==> config.mk <==
export PLATFORM = sky130hd
export DESIGN_NAME = alu_cmd_sequencer
export DESIGN_NICKNAME = d
export VERILOG_FILES = /design/src/rtl/alu_pkg.sv /design/src/rtl/alu_cmd_sequencer.sv
export SDC_FILE = /design/constraint.sdc
export NUM_CORES = 1
export LEC_CHECK = 0
export ABC_AREA = 0
export CAP_MARGIN = 25
export CORE_MARGIN = 1
export CORE_UTILIZATION = 35
export DETAILED_ROUTE_END_ITERATION = 7
export PLACE_DENSITY_LB_ADDON = 0.12
export SLEW_MARGIN = 20
export SYNTH_ARGS = -nofsm -noshare
export SYNTH_HDL_FRONTEND = slang
export SYNTH_SLANG_ARGS = --single-unit
==> constraint.sdc <==
create_clock -name clk -period 5.7 [get_ports clk]
set_input_delay 1.14 -clock clk [delete_from_list [all_inputs] [get_ports clk]]
set_output_delay 1.14 -clock clk [all_outputs]
set_load 0.005 [all_outputs]
==> src/rtl/alu_pkg.sv <==
// Shared types for the ALU command sequencer: opcodes, FSM states and the
// opcode that needs divide-by-zero screening.
package alu_pkg;

   typedef enum logic [2:0] {
      OP_ADD = 3'b000,
      OP_SUB = 3'b001,
      OP_AND = 3'b010,
      OP_OR  = 3'b011,
      OP_XOR = 3'b100,
      OP_EQ  = 3'b101,
      OP_MUL = 3'b110,
      OP_DIV = 3'b111
   } alu_op_e;

   typedef enum logic [1:0] {
      ST_IDLE    = 2'd0,
      ST_ISSUE   = 2'd1,
      ST_CAPTURE = 2'd2,
      ST_RESP    = 2'd3
   } seq_state_e;

   localparam alu_op_e DIV_OPCODE = OP_DIV;

endpackage

==> src/rtl/alu_cmd_sequencer.sv <==
// Initiator for the ALU operand/select/enable interface: takes one command,
// drives the ALU for a cycle, captures result and flags, returns a response.
import alu_pkg::*;

module alu_cmd_sequencer #(
   parameter int unsigned WIDTH = 4,
   parameter int unsigned TAG_W = 4
) (
   input  logic                 clk,
   input  logic                 rst,
   input  logic                 cmd_valid,
   output logic                 cmd_ready,
   input  logic [WIDTH-1:0]     cmd_a,
   input  logic [WIDTH-1:0]     cmd_b,
   input  logic [2:0]           cmd_op,
   output logic [WIDTH-1:0]     alu_a,
   output logic [WIDTH-1:0]     alu_b,
   output logic [2:0]           alu_select,
   output logic                 alu_enable,
   input  logic [2*WIDTH-1:0]   alu_out,
   input  logic                 alu_carry,
   input  logic                 alu_greater,
   input  logic                 alu_equal,
   input  logic                 alu_less,
   output logic                 rsp_valid,
   input  logic                 rsp_ready,
   output logic [2*WIDTH-1:0]   rsp_result,
   output logic                 rsp_carry,
   output logic [2:0]           rsp_flags,
   output logic [2:0]           rsp_op,
   output logic [TAG_W-1:0]     rsp_tag,
   output logic                 rsp_err
);

   localparam int unsigned RES_W = 2 * WIDTH;

   seq_state_e         r_state;
   logic [WIDTH-1:0]   r_a;
   logic [WIDTH-1:0]   r_b;
   alu_op_e            r_op;
   logic               r_enable;
   logic               r_rsp_valid;
   logic [RES_W-1:0]   r_result;
   logic               r_carry;
   logic [2:0]         r_flags;
   logic [2:0]         r_rsp_op;
   logic               r_err;
   logic [TAG_W-1:0]   r_tag;

   logic               w_idle;
   logic               w_div0;

   assign w_idle = (r_state == ST_IDLE);
   assign w_div0 = (alu_op_e'(cmd_op) == DIV_OPCODE) && (cmd_b == '0);

   // Ready is a state decode, forced low while reset is held.
   assign cmd_ready  = w_idle & ~rst;

   assign alu_a      = r_a;
   assign alu_b      = r_b;
   assign alu_select = r_op;
   assign alu_enable = r_enable;
   assign rsp_valid  = r_rsp_valid;
   assign rsp_result = r_result;
   assign rsp_carry  = r_carry;
   assign rsp_flags  = r_flags;
   assign rsp_op     = r_rsp_op;
   assign rsp_tag    = r_tag;
   assign rsp_err    = r_err;

   always_ff @(posedge clk or posedge rst) begin
      if (rst) begin
         r_state     <= ST_IDLE;
         r_a         <= '0;
         r_b         <= '0;
         r_op        <= OP_ADD;
         r_enable    <= 1'b0;
         r_rsp_valid <= 1'b0;
         r_result    <= '0;
         r_carry     <= 1'b0;
         r_flags     <= 3'b000;
         r_rsp_op    <= 3'b000;
         r_err       <= 1'b0;
         r_tag       <= '0;
      end else begin
         case (r_state)
            ST_IDLE: begin
               if (cmd_valid) begin
                  r_a  <= cmd_a;
                  r_b  <= cmd_b;
                  r_op <= alu_op_e'(cmd_op);
                  // Divide-by-zero never reaches the ALU; answer locally.
                  if (w_div0) begin
                     r_result    <= '0;
                     r_carry     <= 1'b0;
                     r_flags     <= {cmd_a > cmd_b, cmd_a == cmd_b, cmd_a < cmd_b};
                     r_rsp_op    <= cmd_op;
                     r_err       <= 1'b1;
                     r_rsp_valid <= 1'b1;
                     r_state     <= ST_RESP;
                  end else begin
                     r_enable <= 1'b1;
                     r_state  <= ST_ISSUE;
                  end
               end
            end
            ST_ISSUE: begin
               r_enable <= 1'b0;
               r_state  <= ST_CAPTURE;
            end
            ST_CAPTURE: begin
               // ALU result is registered by now; flags still follow held operands.
               r_result    <= alu_out;
               r_carry     <= alu_carry;
               r_flags     <= {alu_greater, alu_equal, alu_less};
               r_rsp_op    <= r_op;
               r_err       <= 1'b0;
               r_rsp_valid <= 1'b1;
               r_state     <= ST_RESP;
            end
            ST_RESP: begin
               if (rsp_ready) begin
                  r_rsp_valid <= 1'b0;
                  r_tag       <= r_tag + TAG_W'(1);
                  r_state     <= ST_IDLE;
               end
            end
            default: r_state <= ST_IDLE;
         endcase
      end
   end

endmodule

==> impl.org, run 1 <==
** Run status
- Status :: finished clean

** Floorplan
- Number of rows created at floorplan :: 24
- The floorplan step set the die height to 70.9 um.
- Initial Util :: 0.374
- Standard cell core area :: 0.00444 mm2
- Full die area :: 0.00502 mm2
- In this run the horizontal extent of the chip is 70.9 um.
- During I/O placement, the number of pins put on the boundary was 61.

** Global routing
- Number of global-route vias before repair :: 1,366
- Number of antenna violations at the first check in global routing :: 0
- For this run, the total global-route usage over all layers was measured as 0.166.
- Global-route wire length before repair :: 6420 um
- Global-route congestion overflow total :: 0
- Entering global routing, the biggest net connects 36 pins.

** Clocking
- Reg clk slew, reported paths :: 0.07 ns
- Buffer levels on the longest clock path :: 2
- TritonCTS built the clock tree.
- H-Tree Depth :: 2
- Buffers inserted during clock tree synthesis total 5.
- In this run, post-CTS repair resized a total of 0 instances.
- Post-CTS Setup Bufs :: 0
- Buffer cell driving the clock tree root :: sky130_fd_sc_hd__clkbuf_8
- Number of buffers inserted by hold repair at cts :: 0
- Sinks on the clock net :: 35
- Insertion delay of the later-clocked pin in the worst-skew pair :: 0.28 ns

** Synthesis
- Most repeated cell in the gate-level netlist after synthesis :: sky130_fd_sc_hd__dfrtp_1
- Gate count after technology mapping :: 157
- Post-synthesis net count :: 195
- Yosys warning total :: 0
- Library cells used by synthesis :: 29
- Counting flops with an async set or reset pin after synthesis yields a share of 1.00.
- A synthesized cell averages 10.6 um2.
- Sequential element share of the synthesized area :: 0.528
- Primary FF master, synth :: sky130_fd_sc_hd__dfrtp_1
- List of most frequent post-synthesis cells :: sky130_fd_sc_hd__dfrtp_1, sky130_fd_sc_hd__nand2_1, sky130_fd_sc_hd__ha_1, sky130_fd_sc_hd__nand3_1
- Cells taking the most area after synthesis :: sky130_fd_sc_hd__dfrtp_1, sky130_fd_sc_hd__ha_1, sky130_fd_sc_hd__nand2_1, sky130_fd_sc_hd__mux2_1, sky130_fd_sc_hd__nand3_1
- Cell taking the most area after synthesis :: sky130_fd_sc_hd__dfrtp_1
- The mapped netlist covers 0.00166 mm2.
- Fraction of synthesized cell area taken by the top area cell type :: 0.528
- Counting flops with a built-in enable in the synthesized netlist gives 0.
- Synthesis inferred 35 register bits.

** Placement
- The HPWL after detailed placement is 2760 um.
- Final weighted congestion of routability-driven global placement :: 0.783
- I/O Buffers :: 60
- Pre-CTS WS :: 2.24 ns

** Critical path
- Cell breakdown of the critical path :: clkdlybuf4s50_1, nor2_1, clkdlybuf4s50_1
- Data arrival time of the worst path :: 2.18 ns
- Counting both buffers and inverters, the worst setup path holds a total of 2.
- Critical path peak fanout :: 2
- STA classifies the critical path endpoint as an output pin.
- Critical path launch point type :: input port
- Required time worst endpoint :: 4.56 ns
- Cell family contributing the most delay on the critical path :: buffers and inverters
- Critical Path Slowest Stage Cell :: sky130_fd_sc_hd__clkdlybuf4s50_1
- For this run, the slowest stage of the critical path takes 0.51 ns.
- The setup path with the least slack is of type in2out.
- Most repeated library cell on the critical path :: sky130_fd_sc_hd__clkdlybuf4s50_1

** Detailed routing
- Number of vias after detailed routing :: 1,333
- The first detailed-routing pass ran for 6 iterations.
- In the routed layout, each cell is associated on average with a via count of 4.90.
- Total Wirelength :: 3750 um
- After detailed routing, the average wire length per cell comes to 13.8 um.
- The detailed router finished its first iteration with 75 violations.
- Count of nets left with antenna violations after detail routing :: 0
- In the routed design, unresolved DRC markers number 0.

** Pwr
- Sequential share of power :: 0.383
- For this design the static power due to leakage is 1.10 nW.
- Share of total power consumed by net switching :: 0.332
- Internal power consumption :: 716 uW
- IR drop worst, VDD :: 0.000197 V
- Dividing total power by cell area gives a power density of 446 mW/mm2.
- NetSw :: 356 uW
- Comb pwr share :: 0.447
- Clk network pwr share :: 0.170

** Timing
- Setup violations remaining at the end of the flow were counted as 0.
- Post-route minimum period :: 3.32 ns
- Between clock sinks in the finished design, the worst skew comes to 0.00370 ns.
- Slew margin rel. :: 0.474
- Slew at the pin with the worst max-slew slack :: 0.789 ns
- Setup repair after global routing left no endpoint under its margin.
- The final hold violation count came to 0.
- Achievable frequency :: 301 MHz
- Max-slew violation total from the final report :: 0
- Sum of negative setup slack :: 0 ns
- Worst-case setup margin in the final layout :: 2.38 ns
- Final clock period utilization by the worst path :: 0.582

** Final layout
- Share of layout cells above drive strength 1 :: 0.0591
- The final layout contains 258 nets.
- Number of diodes :: 0
- Post-layout util :: 0.540
- P&R area growth vs syn :: 44.6%
- Fillers :: 400

** Flow run
- Max-capacitance violation count :: 0

** Min path
- Type of the tightest min-delay check :: reg2reg
-- flip-flops by register name (all words and copies together), names as in the netlist --
register    count
r_state         2
rsp_carry       1
alu_select      3
rsp_tag         4
rsp_flags       3
rsp_valid       1
rsp_result      8
rsp_err         1
alu_a           4
rsp_op          3
alu_enable      1
alu_b           4
-- cells by family (layout without fill, tap and decap cells) --
logic type,after synthesis,count (layout),synth area share
mux,13,13,0.0852
xor+xnor,3,3,0.0158
simple gates,57,57,0.157
flops,35,35,0.528
fa+ha+maj,11,11,0.0829
buf+inv,14,77,0.0324
compound gates,24,24,0.0995
-- per-stage QoR --
stage               std cells  power (mW)  hold WS (ns)  instance area, um2
floorplan                 157       0.641         0.463                1660
global route              272        1.16         0.481                2400
finish                    272        1.07         0.465                2400
CTS                       272        1.09         0.471                2400
global placement          265       0.885         0.449                2310
detailed placement        265       0.901         0.457                2310
-- cell usage in the layout, fill, tap and decap left out --
cell type and n:
sky130_fd_sc_hd__a211oi_2 1, sky130_fd_sc_hd__a21oi_1 5, sky130_fd_sc_hd__a22o_1 1, sky130_fd_sc_hd__a31oi_1 1, sky130_fd_sc_hd__buf_4 1, sky130_fd_sc_hd__clkbuf_8 6
sky130_fd_sc_hd__clkdlybuf4s50_1 60, sky130_fd_sc_hd__clkinv_2 1, sky130_fd_sc_hd__dfrtp_1 35, sky130_fd_sc_hd__ha_1 11, sky130_fd_sc_hd__inv_1 8, sky130_fd_sc_hd__inv_2 1
sky130_fd_sc_hd__mux2_1 9, sky130_fd_sc_hd__mux2i_1 4, sky130_fd_sc_hd__nand2_1 31, sky130_fd_sc_hd__nand2b_1 1, sky130_fd_sc_hd__nand3_1 11, sky130_fd_sc_hd__nand4_1 1
sky130_fd_sc_hd__nor2_1 5, sky130_fd_sc_hd__nor2b_1 2, sky130_fd_sc_hd__nor3_1 4, sky130_fd_sc_hd__o21ai_0 3, sky130_fd_sc_hd__o21ai_1 9, sky130_fd_sc_hd__o22ai_1 1
sky130_fd_sc_hd__o31ai_1 1, sky130_fd_sc_hd__o41a_1 1, sky130_fd_sc_hd__o41ai_4 1, sky130_fd_sc_hd__or3_4 1, sky130_fd_sc_hd__or4b_4 1, sky130_fd_sc_hd__xnor2_1 2
sky130_fd_sc_hd__xor2_1 1
-- power groups by stage --
stage               combinational, mW  sequential (mW)  clock, mW
floorplan                       0.226            0.415          0
global placement                0.472            0.413          0
detailed placement              0.484            0.418          0
CTS                             0.486            0.413      0.187
global route                    0.533            0.424      0.202
finish                          0.479            0.411      0.182
-- final timing paths --
kind,to,depth (start not counted),slack (ns),startpoint
min in group asynchronous,rsp_tag[1],3,1.29,rst
max in group asynchronous,alu_a[3],3,4.09,rst
worst max-delay path,cmd_ready,3,2.38,rst
worst max register to register,rsp_flags[2],6,2.96,r_state[0]
worst min-delay path,rsp_tag[3],1,0.46,rsp_tag[3]
worst min register to register,rsp_tag[3],1,0.46,rsp_tag[3]
-- cell type report --
| class | instances | area [um2] | area share |
|---|---|---|---|
| inverter | 9 | 33.8 | 0.0141 |
| multi-input combinational | 108 | 731 | 0.304 |
| sequential | 35 | 876 | 0.365 |
| clock inverter | 1 | 5.00 | 0.00208 |
| timing repair buffer | 61 | 608 | 0.253 |
| tap | 52 | 65.1 | 0.0271 |
| clock buffer | 6 | 82.6 | 0.0344 |
-- layer usage --
| metal | track usage | wire length (um) | vias up |
|---|---|---|---|
| li1 | - | - | 662 |
| met1 | 0.216 | 1780 | 635 |
| met2 | 0.267 | 1770 | 30 |
| met3 | 0.0484 | 149 | 6 |
| met4 | 0.0533 | 51 | 0 |
| met5 | 0 | 0 | - |
No activity file was read; power rests on OpenSTA's default activity.
==> run 2, diff against run 1 <==
==> constraint.sdc (replaced) <==
create_clock -name clk -period 3.2 [get_ports clk]
set_input_delay 0.64 -clock clk [delete_from_list [all_inputs] [get_ports clk]]
set_output_delay 0.64 -clock clk [all_outputs]
set_load 0.005 [all_outputs]
==> impl.org, run 2 (synthesis results as in run 1) <==
** Timing
- Worst hold slack :: 0.467 ns (+0.00190 ns)
- Setup violations, final :: 0 (unchanged)
- In the finished design, the share of the clock period the worst path needs comes to 0.794.
- Max-slew violation total from the final report :: 0 (unchanged)
- Worst-case setup margin in the final layout :: 0.659 ns (-1.72 ns)
- Worst Clk Skew :: 0.00350 ns (-0.000198 ns)
- The summed negative setup slack over all endpoints was 0 ns (unchanged).
- The tightest slew margin relative to the limit was 0.487 (+0.0134).
- Achievable frequency :: 394 MHz
- Setup repair after global routing left no endpoint under its margin.
- Post-route minimum period :: 2.54 ns
- Final hold violation count :: 0 (unchanged)
- The measured slew at the worst slew-check pin came to 0.769 ns (-0.0200 ns).

** Clocking
- Clock tree from TritonCTS :: done
- Insertion delay of the later-clocked pin in the worst-skew pair :: 0.29 ns (about the same)
- The count of clock tree sinks was 35 (unchanged).
- The total number of H-tree levels was 2 (unchanged).
- Number of buffers inserted by hold repair at cts :: 0 (unchanged)
- The clock transition at the registers of the reported paths came to 0.07 ns (about the same).
- The post-cts repair resize count came to 0 (unchanged).
- The number of buffers created by CTS came to 5 (unchanged).
- Buffer cell driving the clock tree root :: sky130_fd_sc_hd__clkbuf_8
- Post-CTS Setup Bufs :: 0 (unchanged)
- Buffer levels on the longest clock path :: 2 (unchanged)

** Critical path
- Critical register-to-register path startpoint :: r_state[1]
- Sort of element at the end of the critical path :: flip-flop
- Critical path peak fanout :: 21 (+19)
- The endpoint identified for the worst register-to-register timing path is rsp_flags[2].
- Depth of the most critical reg-to-reg path :: 6 (unchanged)
- The worst setup path is launched from an input port.
- Required time worst endpoint :: 3.43 ns (-1.13 ns)
- The internal reg-to-reg setup slack is 0.84 ns (-2.12 ns).
- The setup path with the least slack is of type in2reg.
- The endpoint arrival time on the critical path is 2.77 ns (+0.59 ns).

** Min path
- The worst hold path belongs to the class reg2reg.
- The worst hold path terminates at rsp_tag[3].
- Hold-critical path depth :: 1 (unchanged)
- Worst hold start :: rsp_tag[3]

** Global routing
- GR met3 Demand/Resource :: 0.0456 (-0.00285)
- GRT Overall Usage :: 0.170 (+0.00453)
- The largest net degree at the start of global routing came to 22 (-39%).
- GRT busiest layer :: met2
- The overall overflow remaining after global route is 0 (unchanged).
- Global-route met2 utilization :: 0.264 (-0.00321)
- Number of global-route vias before repair :: 1,395 (+2.1%)
- Global-route wire length before repair :: 6670 um (+3.9%)
- The fraction of met1 tracks used by global routing was 0.236 (+0.0209).
- The initial antenna violation count was 0 (unchanged).

** Detailed routing
- The final routed wire length divided by cell count came to 14.2 um (+3.1%).
- Number of vias after detailed routing :: 1,331 (-0.15%)
- Number of optimization iterations in the first detailed-route pass :: 6 (unchanged)
- Remaining design rule violation count :: 0 (unchanged)
- The wire length reported by the detailed router came to 3930 um (+4.6%).
- Via count normalized by instance count :: 4.82 (-1.6%)
- Number of violations reported at the end of detailed-routing iteration 0 :: 80 (+6.7%)
- Count of nets left with antenna violations after detail routing :: 0 (unchanged)

** Placement
- Final weighted congestion of routability-driven global placement :: 0.833 (+6.3%)
- The number of I/O port buffers is 60 (unchanged).
- The worst-case setup slack after placement came to 0.346 ns (-1.90 ns).
- DP HPWL :: 2960 um (+7.4%)
- Standard cell area after detailed placement :: 0.00234 mm2 (+0.97%)

** Pwr
- The internal power component came to 1.43 mW (+99%).
- IR drop worst, VDD :: 0.000415 V (+110%)
- Clk network pwr share :: 0.230 (+0.060)
- The reported leakage power came to 1.13 nW (+2.9%).
- Power per Cell Area :: 839 mW/mm2 (+88%)
- Share of total power consumed by net switching :: 0.312 (-0.0194)
- Comb pwr share :: 0.419 (-0.028)
- The post-layout total power came to 2.07 mW (+94%).
- NetSw :: 648 uW (+82%)
- Sequential share of power :: 0.351 (-0.032)

** Final layout
- The count of fill cells added during filler insertion was 403 (+0.75%).
- Final instance area :: 0.00247 mm2 (+3.0%)
- Number of diodes :: 0 (unchanged)
- Area of the multi-input gates :: 731 um2 (unchanged)
- The flip-flop count of the largest register, all copies and words added is 8 (unchanged).
- The total area of sequential cells was 876 um2 (unchanged).
- Count of nets after finishing :: 261 (+1.2%)
- The share of cells above drive strength 1 came to 0.0759 (+0.0168).
- Leaving out fill and tap cells, the most frequent cell in the layout is sky130_fd_sc_hd__clkdlybuf4s50_1.
- Compared with the post-synthesis result, the final layout area differs by 48.9%.
- In the layout the commonest cells are sky130_fd_sc_hd__clkdlybuf4s50_1, sky130_fd_sc_hd__dfrtp_1, sky130_fd_sc_hd__nand2_1.

** Floorplan
- The die height was 70.9 um (unchanged).
- The core outline area is 0.00444 mm2 (unchanged).
- The total I/O pin count was 61 (unchanged).
- Horiz. Die Dim :: 70.9 um (unchanged)
- Initial Util :: 0.374 (unchanged)
- Number of rows created at floorplan :: 24 (unchanged)
- Full die area :: 0.00502 mm2 (unchanged)

** Run status
- Status :: finished clean

** Flow run
- Max-capacitance violation count :: 0 (unchanged)
run 2: cell types whose count changed in the layout (fill, tap and decap cells not counted), sizes merged:
cell / previous run / this run
bufinv: 0 / 2
clkbuf: 6 / 5
buf: 1 / 4
clkinvlp: 0 / 1
clkinv: 1 / 0
run 2: final cells by class:
cell class / instances / share of cell area
Sequential cell: 35 / 0.354
Multi-Input combinational cell: 108 / 0.296
Timing Repair Buffer: 64 / 0.255
Clock buffer: 5 / 0.0278
Clock inverter: 3 / 0.0273
Tap cell: 52 / 0.0263
Inverter: 9 / 0.0137
run 2: how the worst max path moves through the flow:
stage | startpoint | to | cells past startpoint
after floorplan | cmd_b[1] | rsp_valid | 4
after global placement | cmd_b[1] | rsp_flags[2] | 5
after detailed placement | cmd_b[1] | rsp_flags[2] | 5
after CTS | cmd_b[1] | rsp_flags[2] | 5
after global routing | cmd_op[2] | rsp_flags[2] | 5
final | cmd_b[1] | rsp_flags[2] | 5
run 2: critical path, cell delays in order:
cell                              delay, ns
sky130_fd_sc_hd__clkdlybuf4s50_1       0.42
sky130_fd_sc_hd__or4b_4                0.59
sky130_fd_sc_hd__o41a_1                0.68
sky130_fd_sc_hd__nor3_1                0.29
sky130_fd_sc_hd__a22o_1                0.15
run 2: stage by stage:
stage,instances,utilization
2_1_floorplan,157,-
3_3_place_gp,268,0.526
3_5_place_dp,268,0.526
4_1_cts,276,0.556
5_1_grt,276,0.556
6_report,276,0.556
run 2: power by group through the flow:
stage / Combinational [mW] / Sequential, mW / Clock [mW]
3_3_place_gp: 0.858 / 0.735 / 0
3_5_place_dp: 0.876 / 0.740 / 0
4_1_cts: 0.881 / 0.732 / 0.492
5_1_grt: 0.960 / 0.757 / 0.514
2_1_floorplan: 0.403 / 0.740 / 0
6_report: 0.868 / 0.729 / 0.477
run 2: routing by layer:
layer  wire (um)  vias up
li1            -      669
met1        1890      627
met2        1830       30
met3         157        5
met4          42        0
met5           0        -
